--- config.mk ---
export PLATFORM = sky130hd
export DESIGN_NAME = fetch_unit_flat
export DESIGN_NICKNAME = d
export VERILOG_FILES = /design/src/rtl/fewcore_pkg.sv /design/src/rtl/fetch_unit_if.sv /design/src/rtl/fetch_fifo.sv /design/src/rtl/fetch_unit.sv /design/src/flat_wrapper.sv
export SDC_FILE = /design/constraint.sdc
export NUM_CORES = 1
export LEC_CHECK = 0
export ABC_CLOCK_PERIOD_IN_PS = 9300
export BUFFER_PORTS_ARGS = -buffer_cell sky130_fd_sc_hd__buf_2
export CAP_MARGIN = 10
export CORE_MARGIN = 1.5
export CORE_UTILIZATION = 45
export CTS_CLUSTER_SIZE = 12
export DETAILED_ROUTE_END_ITERATION = 6
export HOLD_SLACK_MARGIN = 0.03
export SYNTH_ARGS = -nofsm -noshare
export SYNTH_HDL_FRONTEND = slang
export SYNTH_SLANG_ARGS = --single-unit
--- constraint.sdc ---
create_clock -name clk -period 9.3 [get_ports clk]
set_input_delay 1.395 -clock clk [delete_from_list [all_inputs] [get_ports clk]]
set_output_delay 1.395 -clock clk [all_outputs]
set_load 0.05 [all_outputs]
--- src/rtl/fewcore_pkg.sv ---
// Shared core-wide constants and types for the front end.
package fewcore_pkg;
  localparam int XLEN = 32;
  localparam logic [XLEN-1:0] INST_NOP = 32'h0000_0013;
  localparam logic [XLEN-1:0] DEFAULT_RESET_PC = 32'h0000_0000;

  typedef struct packed {
    logic [XLEN-1:0] pc;
    logic [XLEN-1:0] data;
  } fetch_entry_t;

  function automatic logic [XLEN-1:0] align_word(input logic [XLEN-1:0] a);
    return a & ~XLEN'(3);
  endfunction
endpackage

--- src/rtl/fetch_unit_if.sv ---
// Fetch stage bus: imem request/response, redirect from resolution, decoder handshake.
interface fetch_unit_if;
  import fewcore_pkg::*;

  logic            imem_req_valid;
  logic [XLEN-1:0] imem_req_addr;
  logic            imem_req_ready;
  logic            imem_resp_valid;
  logic [XLEN-1:0] imem_resp_data;
  logic            redirect_valid;
  logic [XLEN-1:0] redirect_pc;
  logic            inst_valid;
  logic [XLEN-1:0] inst;
  logic [XLEN-1:0] inst_pc;
  logic            inst_ready;

  modport master (
    output imem_req_valid, imem_req_addr, inst_valid, inst, inst_pc,
    input  imem_req_ready, imem_resp_valid, imem_resp_data,
           redirect_valid, redirect_pc, inst_ready
  );

  modport slave (
    input  imem_req_valid, imem_req_addr, inst_valid, inst, inst_pc,
    output imem_req_ready, imem_resp_valid, imem_resp_data,
           redirect_valid, redirect_pc, inst_ready
  );
endinterface

--- src/rtl/fetch_fifo.sv ---
// Small synchronous FIFO with flush; head is read straight from storage.
// Push into a full FIFO or pop from an empty one is ignored.
module fetch_fifo #(
  parameter int WIDTH = 32,
  parameter int DEPTH = 4
) (
  input  logic                         clk,
  input  logic                         rst,
  input  logic                         flush_i,
  input  logic                         push_i,
  input  logic [WIDTH-1:0]             push_dat_i,
  input  logic                         pop_i,
  output logic [WIDTH-1:0]             pop_dat_o,
  output logic                         full_o,
  output logic                         empty_o,
  output logic [$clog2(DEPTH+1)-1:0]   count_o
);
  localparam int AW = (DEPTH > 1) ? $clog2(DEPTH) : 1;
  localparam int CW = $clog2(DEPTH + 1);

  logic [WIDTH-1:0] mem_q [DEPTH];
  logic [AW-1:0]    wr_ptr_q, wr_ptr_d, rd_ptr_q, rd_ptr_d;
  logic [CW-1:0]    count_q, count_d;
  logic             push_en, pop_en;

  assign full_o    = (count_q == CW'(DEPTH));
  assign empty_o   = (count_q == '0);
  assign count_o   = count_q;
  assign pop_dat_o = mem_q[rd_ptr_q];
  assign push_en   = push_i && !full_o;
  assign pop_en    = pop_i && !empty_o;

  always_comb begin
    wr_ptr_d = wr_ptr_q;
    rd_ptr_d = rd_ptr_q;
    count_d  = count_q + CW'(push_en) - CW'(pop_en);
    if (push_en) wr_ptr_d = wr_ptr_q + 1'b1;
    if (pop_en)  rd_ptr_d = rd_ptr_q + 1'b1;
  end

  always_ff @(posedge clk) begin
    if (rst || flush_i) begin
      wr_ptr_q <= '0;
      rd_ptr_q <= '0;
      count_q  <= '0;
    end else begin
      wr_ptr_q <= wr_ptr_d;
      rd_ptr_q <= rd_ptr_d;
      count_q  <= count_d;
    end
  end

  always_ff @(posedge clk) begin
    if (push_en) mem_q[wr_ptr_q] <= push_dat_i;
  end
endmodule

--- src/rtl/fetch_unit.sv ---
// Instruction fetch: PC, credit-limited imem requests, prefetch queue to decoder.
// Redirect flushes the queue and drops every response still in flight.
module fetch_unit
  import fewcore_pkg::*;
#(
  parameter logic [XLEN-1:0] RESET_PC = DEFAULT_RESET_PC,
  parameter int              DEPTH    = 4
) (
  input  logic         clk,
  input  logic         rst,
  fetch_unit_if.master bus
);
  localparam int CW = $clog2(DEPTH + 1);
  localparam int EW = $bits(fetch_entry_t);

  logic            rst_q;
  logic [XLEN-1:0] pc_q, pc_d;
  logic [CW-1:0]   outst_q, outst_d, disc_q, disc_d;
  logic [CW-1:0]   occ, sh_count;
  logic [CW:0]     credit_used;
  logic            accept, resp_eff, push, pop;
  logic            q_empty, q_full, sh_empty, sh_full;
  fetch_entry_t    q_head, q_in;
  logic [XLEN-1:0] sh_head;
  logic            unused_status;

  // Queued entries plus in-flight requests may never exceed the queue size.
  assign credit_used        = {1'b0, occ} + {1'b0, outst_q};
  assign bus.imem_req_valid = !rst_q && (credit_used < (CW+1)'(DEPTH));
  assign bus.imem_req_addr  = pc_q;

  assign accept   = bus.imem_req_valid && bus.imem_req_ready;
  assign resp_eff = bus.imem_resp_valid && (outst_q != '0);
  assign push     = resp_eff && (disc_q == '0) && !bus.redirect_valid;
  assign pop      = bus.inst_valid && bus.inst_ready && !bus.redirect_valid;

  assign q_in = '{pc: sh_head, data: bus.imem_resp_data};

  assign bus.inst_valid = !q_empty;
  assign bus.inst       = q_empty ? INST_NOP : q_head.data;
  assign bus.inst_pc    = q_empty ? '0 : q_head.pc;

  always_comb begin
    pc_d    = pc_q;
    outst_d = outst_q + CW'(accept) - CW'(resp_eff);
    disc_d  = disc_q;
    if (accept) pc_d = pc_q + XLEN'(4);
    if (resp_eff && (disc_q != '0)) disc_d = disc_q - 1'b1;
    // Everything still in flight after this cycle belongs to the old stream.
    if (bus.redirect_valid) begin
      pc_d   = align_word(bus.redirect_pc);
      disc_d = outst_d;
    end
  end

  always_ff @(posedge clk) begin
    if (rst) begin
      rst_q   <= 1'b1;
      pc_q    <= align_word(RESET_PC);
      outst_q <= '0;
      disc_q  <= '0;
    end else begin
      rst_q   <= 1'b0;
      pc_q    <= pc_d;
      outst_q <= outst_d;
      disc_q  <= disc_d;
    end
  end

  fetch_fifo #(.WIDTH(EW), .DEPTH(DEPTH)) u_inst_q (
    .clk        (clk),
    .rst        (rst),
    .flush_i    (bus.redirect_valid),
    .push_i     (push),
    .push_dat_i (q_in),
    .pop_i      (pop),
    .pop_dat_o  (q_head),
    .full_o     (q_full),
    .empty_o    (q_empty),
    .count_o    (occ)
  );

  // Never flushed: discarded responses must still retire their request PC.
  fetch_fifo #(.WIDTH(XLEN), .DEPTH(DEPTH)) u_pc_shadow (
    .clk        (clk),
    .rst        (rst),
    .flush_i    (1'b0),
    .push_i     (accept),
    .push_dat_i (pc_q),
    .pop_i      (resp_eff),
    .pop_dat_o  (sh_head),
    .full_o     (sh_full),
    .empty_o    (sh_empty),
    .count_o    (sh_count)
  );

  assign unused_status = ^{q_full, sh_full, sh_empty, sh_count};
endmodule

--- src/flat_wrapper.sv ---
// flat-port wrapper written by rule: the top's interface ports become plain ports
module fetch_unit_flat import fewcore_pkg::*;
#(
  parameter logic [XLEN-1:0] RESET_PC = DEFAULT_RESET_PC,
  parameter int              DEPTH    = 4
)
  (clk, rst, bus_imem_req_valid, bus_imem_req_addr, bus_inst_valid, bus_inst, bus_inst_pc, bus_imem_req_ready, bus_imem_resp_valid, bus_imem_resp_data, bus_redirect_valid, bus_redirect_pc, bus_inst_ready);
  fetch_unit_if bus_i ();
  input  logic clk;
  input  logic rst;
  output wire logic [$bits(bus_i.imem_req_valid)-1:0] bus_imem_req_valid;
  output wire logic [$bits(bus_i.imem_req_addr)-1:0] bus_imem_req_addr;
  output wire logic [$bits(bus_i.inst_valid)-1:0] bus_inst_valid;
  output wire logic [$bits(bus_i.inst)-1:0] bus_inst;
  output wire logic [$bits(bus_i.inst_pc)-1:0] bus_inst_pc;
  input wire logic [$bits(bus_i.imem_req_ready)-1:0] bus_imem_req_ready;
  input wire logic [$bits(bus_i.imem_resp_valid)-1:0] bus_imem_resp_valid;
  input wire logic [$bits(bus_i.imem_resp_data)-1:0] bus_imem_resp_data;
  input wire logic [$bits(bus_i.redirect_valid)-1:0] bus_redirect_valid;
  input wire logic [$bits(bus_i.redirect_pc)-1:0] bus_redirect_pc;
  input wire logic [$bits(bus_i.inst_ready)-1:0] bus_inst_ready;
  assign bus_imem_req_valid = bus_i.imem_req_valid;
  assign bus_imem_req_addr = bus_i.imem_req_addr;
  assign bus_inst_valid = bus_i.inst_valid;
  assign bus_inst = bus_i.inst;
  assign bus_inst_pc = bus_i.inst_pc;
  assign bus_i.imem_req_ready = bus_imem_req_ready;
  assign bus_i.imem_resp_valid = bus_imem_resp_valid;
  assign bus_i.imem_resp_data = bus_imem_resp_data;
  assign bus_i.redirect_valid = bus_redirect_valid;
  assign bus_i.redirect_pc = bus_redirect_pc;
  assign bus_i.inst_ready = bus_inst_ready;
  fetch_unit #(.RESET_PC(RESET_PC), .DEPTH(DEPTH)) u_core (.clk(clk), .rst(rst), .bus(bus_i));
endmodule
==> flow_summary.yaml <==
grt:
  track_usage_pct: 17.65
  grt_max_degree: 64
  grt_pass1_wl_um: 51220
  antenna_found_initial: 0
  grt_pass1_vias: 8825
  grt_overflow: 0
synthesis:
  synth_top_area_share_pct: 66.26
  synth_edf_count: 368
  synth_area_leader_cell: "edfxtp_1"
  async_flop_share_pct: 0
  synthFlopType: "edfxtp_1"
  syn_inst: 903
  yosysWarnings: 0
  syn_area_per_cell_um2: 18.47
  ys_seq_area_share_pct: 72.86
  synth_seq_cells: 423
  synth_top_cells_by_area: "edfxtp_1 66%, mux4_2 12%, dfxtp_1 6.6%"
  netlist_area_mm2: 0.01668
  ys_types: 51
floorplan:
  core_area_mm2: 0.03652
  num_rows: 70
  die_x_um: 195.5
  start_util_pct: 45.67
  ioPinCount: 168
  die_area_mm2: 0.03823
  die_h_um: 195.5
flow_run:
  drv_cap: 0
cells_and_area:
  antenna_cells: 0
  layout_commonest_cell: "edfxtp_1"
  fillers: 2925
  fin_nets: 1175
  regArea_mm2: 0.01216
  area.growth.synth_to_final_pct: 15.76
  drive_gt1_share_pct: 31.08
  final_cell_mix: "368 x edfxtp_1, 161 x buf_2, 92 x mux4_2"
  multi_input_area_mm2: 0.004258
power_and_ir_drop:
  cellLeakagePower_nw: 6.487
  p_comb_share_pct: 13.1
  power_mw: 4.454
  p_clk_share_pct: 35.8
  p_sw_share_pct: 24.26
  power.density_mw_per_mm2: 230.7
  p_seq_share_pct: 51.1
  irDropWorstVdd_mv: 0.1281
  intPower_mw: 3.373
  p_sw_mw: 1.081
cts:
  ctsResizeCount: 0
  root_buffer: "clkbuf_16"
  hold_buffers: 0
  clock-sinks: 423
  cts_tree: "yes"
  clock_path_buffers: 3
  path_clk_slew_ns: 0.06
  post_cts_buffers: 0
  insertion_delay_ns: 0.54
  numCtsBuffers: 44
  htree_levels: 2
sta:
  final-hold-violation-count: 0
  final-setup-viol-count: 0
  finalClockSkew_ns: 0.01608
  max_freq_mhz: 224.7
  slew_viol_final: 0
  tightestPinTransition_ns: 0.9904
  fin_crit_ns: 4.451
  hold_ws_ns: 0.4970
  rsz0062_at_grt: "false"
  post-route-period-util_pct: 47.86
  tns_ns: 0
  max_slew_margin_pct: 33.97
detailed_routing:
  detail_route.drc_violations: 0
  routed_wl_um: 32600
  drtIter0Drc: 449
  dr.pass1.iters: 4
  vias: 8396
  vias_per_cell: 5.321
  wl_per_cell_um: 20.66
  postRouteAntennaNets: 0
worst_setup_path:
  critPathKind: "register to output pin"
  crit_path_start_kind: "register"
  cp.required_ns: 7.91
  crit_path_end_kind: "output pin"
  arrival_ns: 3.06
  cp_max_fo: 43
placed_design:
  portBuffers: 161
  dp_hpwl_um: 19590
  place_congestion: 0.8318
worst_hold_path:
  hp-class: "register to register"
outcome:
  status: "completed"
[layer usage]
layer  vias up  share of wire, %  global-route usage [%]
met3        53               5.1                   3.143
li1       3872                 -                       -
met4         0               2.2                   5.484
met2       223                48                   28.93
met1      4248                45                   24.20
met5         -                 0                       0
[critical path, cell delays in order (launching register included)]
cell,delay (ns)
dfxtp_4,0.63
buf_4,0.75
mux4_2,0.59
or2_2,0.30
buf_2,0.22
[worst paths after layout]
path,from,endpoint,slack (ns),cells past startpoint
worst min register to register,u_core.u_pc_shadow.wr_ptr_q[1],u_core.u_pc_shadow.wr_ptr_q[1],0.50,2
worst max-delay path,register,bus_inst[0],4.85,4
worst max register to register,u_core.u_inst_q.count_o[2],u_core.u_pc_shadow.count_o[2],5.69,13
worst min-delay path,u_core.u_pc_shadow.wr_ptr_q[1],u_core.u_pc_shadow.wr_ptr_q[1],0.50,2
[logic make-up (layout without fill, tap and decap cells)]
family	after synthesis	count (layout)	share of synthesized area, %
flops	423	423	72.86
simple gates	205	205	7.014
mux	94	94	12.54
buf+inv	71	275	1.740
compound gates	46	46	1.883
xor+xnor	41	41	2.153
fa+ha+maj	22	22	1.785
other cells	1	4	0.02248
[registers in the layout (all words and copies together), names as in the netlist, named ones only]
register / count
u_core.bus.imem_req_addr: 30
u_core.disc_q: 3
u_core.outst_q: 3
u_core.rst_q: 1
u_core.u_inst_q.count_o: 3
u_core.u_inst_q.mem_q: 248
u_core.u_inst_q.rd_ptr_q: 2
u_core.u_inst_q.wr_ptr_q: 2
u_core.u_pc_shadow.count_o: 3
u_core.u_pc_shadow.mem_q: 120
u_core.u_pc_shadow.rd_ptr_q: 2
u_core.u_pc_shadow.wr_ptr_q: 2
[area by class of cell]
class                           count  share of cell area [%]
Sequential cell                   423                   62.98
Multi-Input combinational cell    412                   22.05
Clock buffer                       63                   6.338
Timing Repair Buffer              174                   4.679
Tap cell                          468                   3.033
Inverter                           28                  0.5444
Clock inverter                     10                  0.3759
[synth_stat cells (2+ instances only)]
cell and count:
o21bai_1 3, or2_2 4, and3_1 7, edfxtp_1 368, mux4_2 92, buf_2 7
nor2b_1 62, inv_1 26, nand4_1 11, a311oi_1 2, buf_1 5, nor3_1 5
nor4b_2 3, a21oi_1 11, nor4_4 2, and2_1 10, mux2i_1 2, o21ai_0 3
o21ai_1 5, and4_1 2, nand2_1 32, ha_1 19, xnor2_1 29, nand3_1 13
xor2_1 12, nor4_1 7, nor2_1 38, fa_1 3, a211oi_1 15, buf_4 4
clkbuf_1 27, dfxtp_1 55
[power by group through the flow]
stage	sequential, mW	combinational (mW)	clock, mW
after floorplan	2.33	0.417	0
after global placement	2.31	0.587	0
after detailed placement	2.32	0.595	0
after CTS	2.28	0.599	1.64
after global routing	2.29	0.644	1.71
final	2.28	0.584	1.59
[through the flow]
step / util (%) / worst slack, ns / instances / cell area (um^2)
after CTS: 52.86 / 4.694 / 1578 / 19310
after global placement: 49.31 / 5.185 / 1505 / 18010
after floorplan: - / 5.225 / 906 / 16690
final: 52.86 / 4.849 / 1578 / 19310
after global routing: 52.86 / 4.578 / 1578 / 19310
after detailed placement: 49.31 / 5.173 / 1505 / 18010
(Power assumes the default switching activity.)
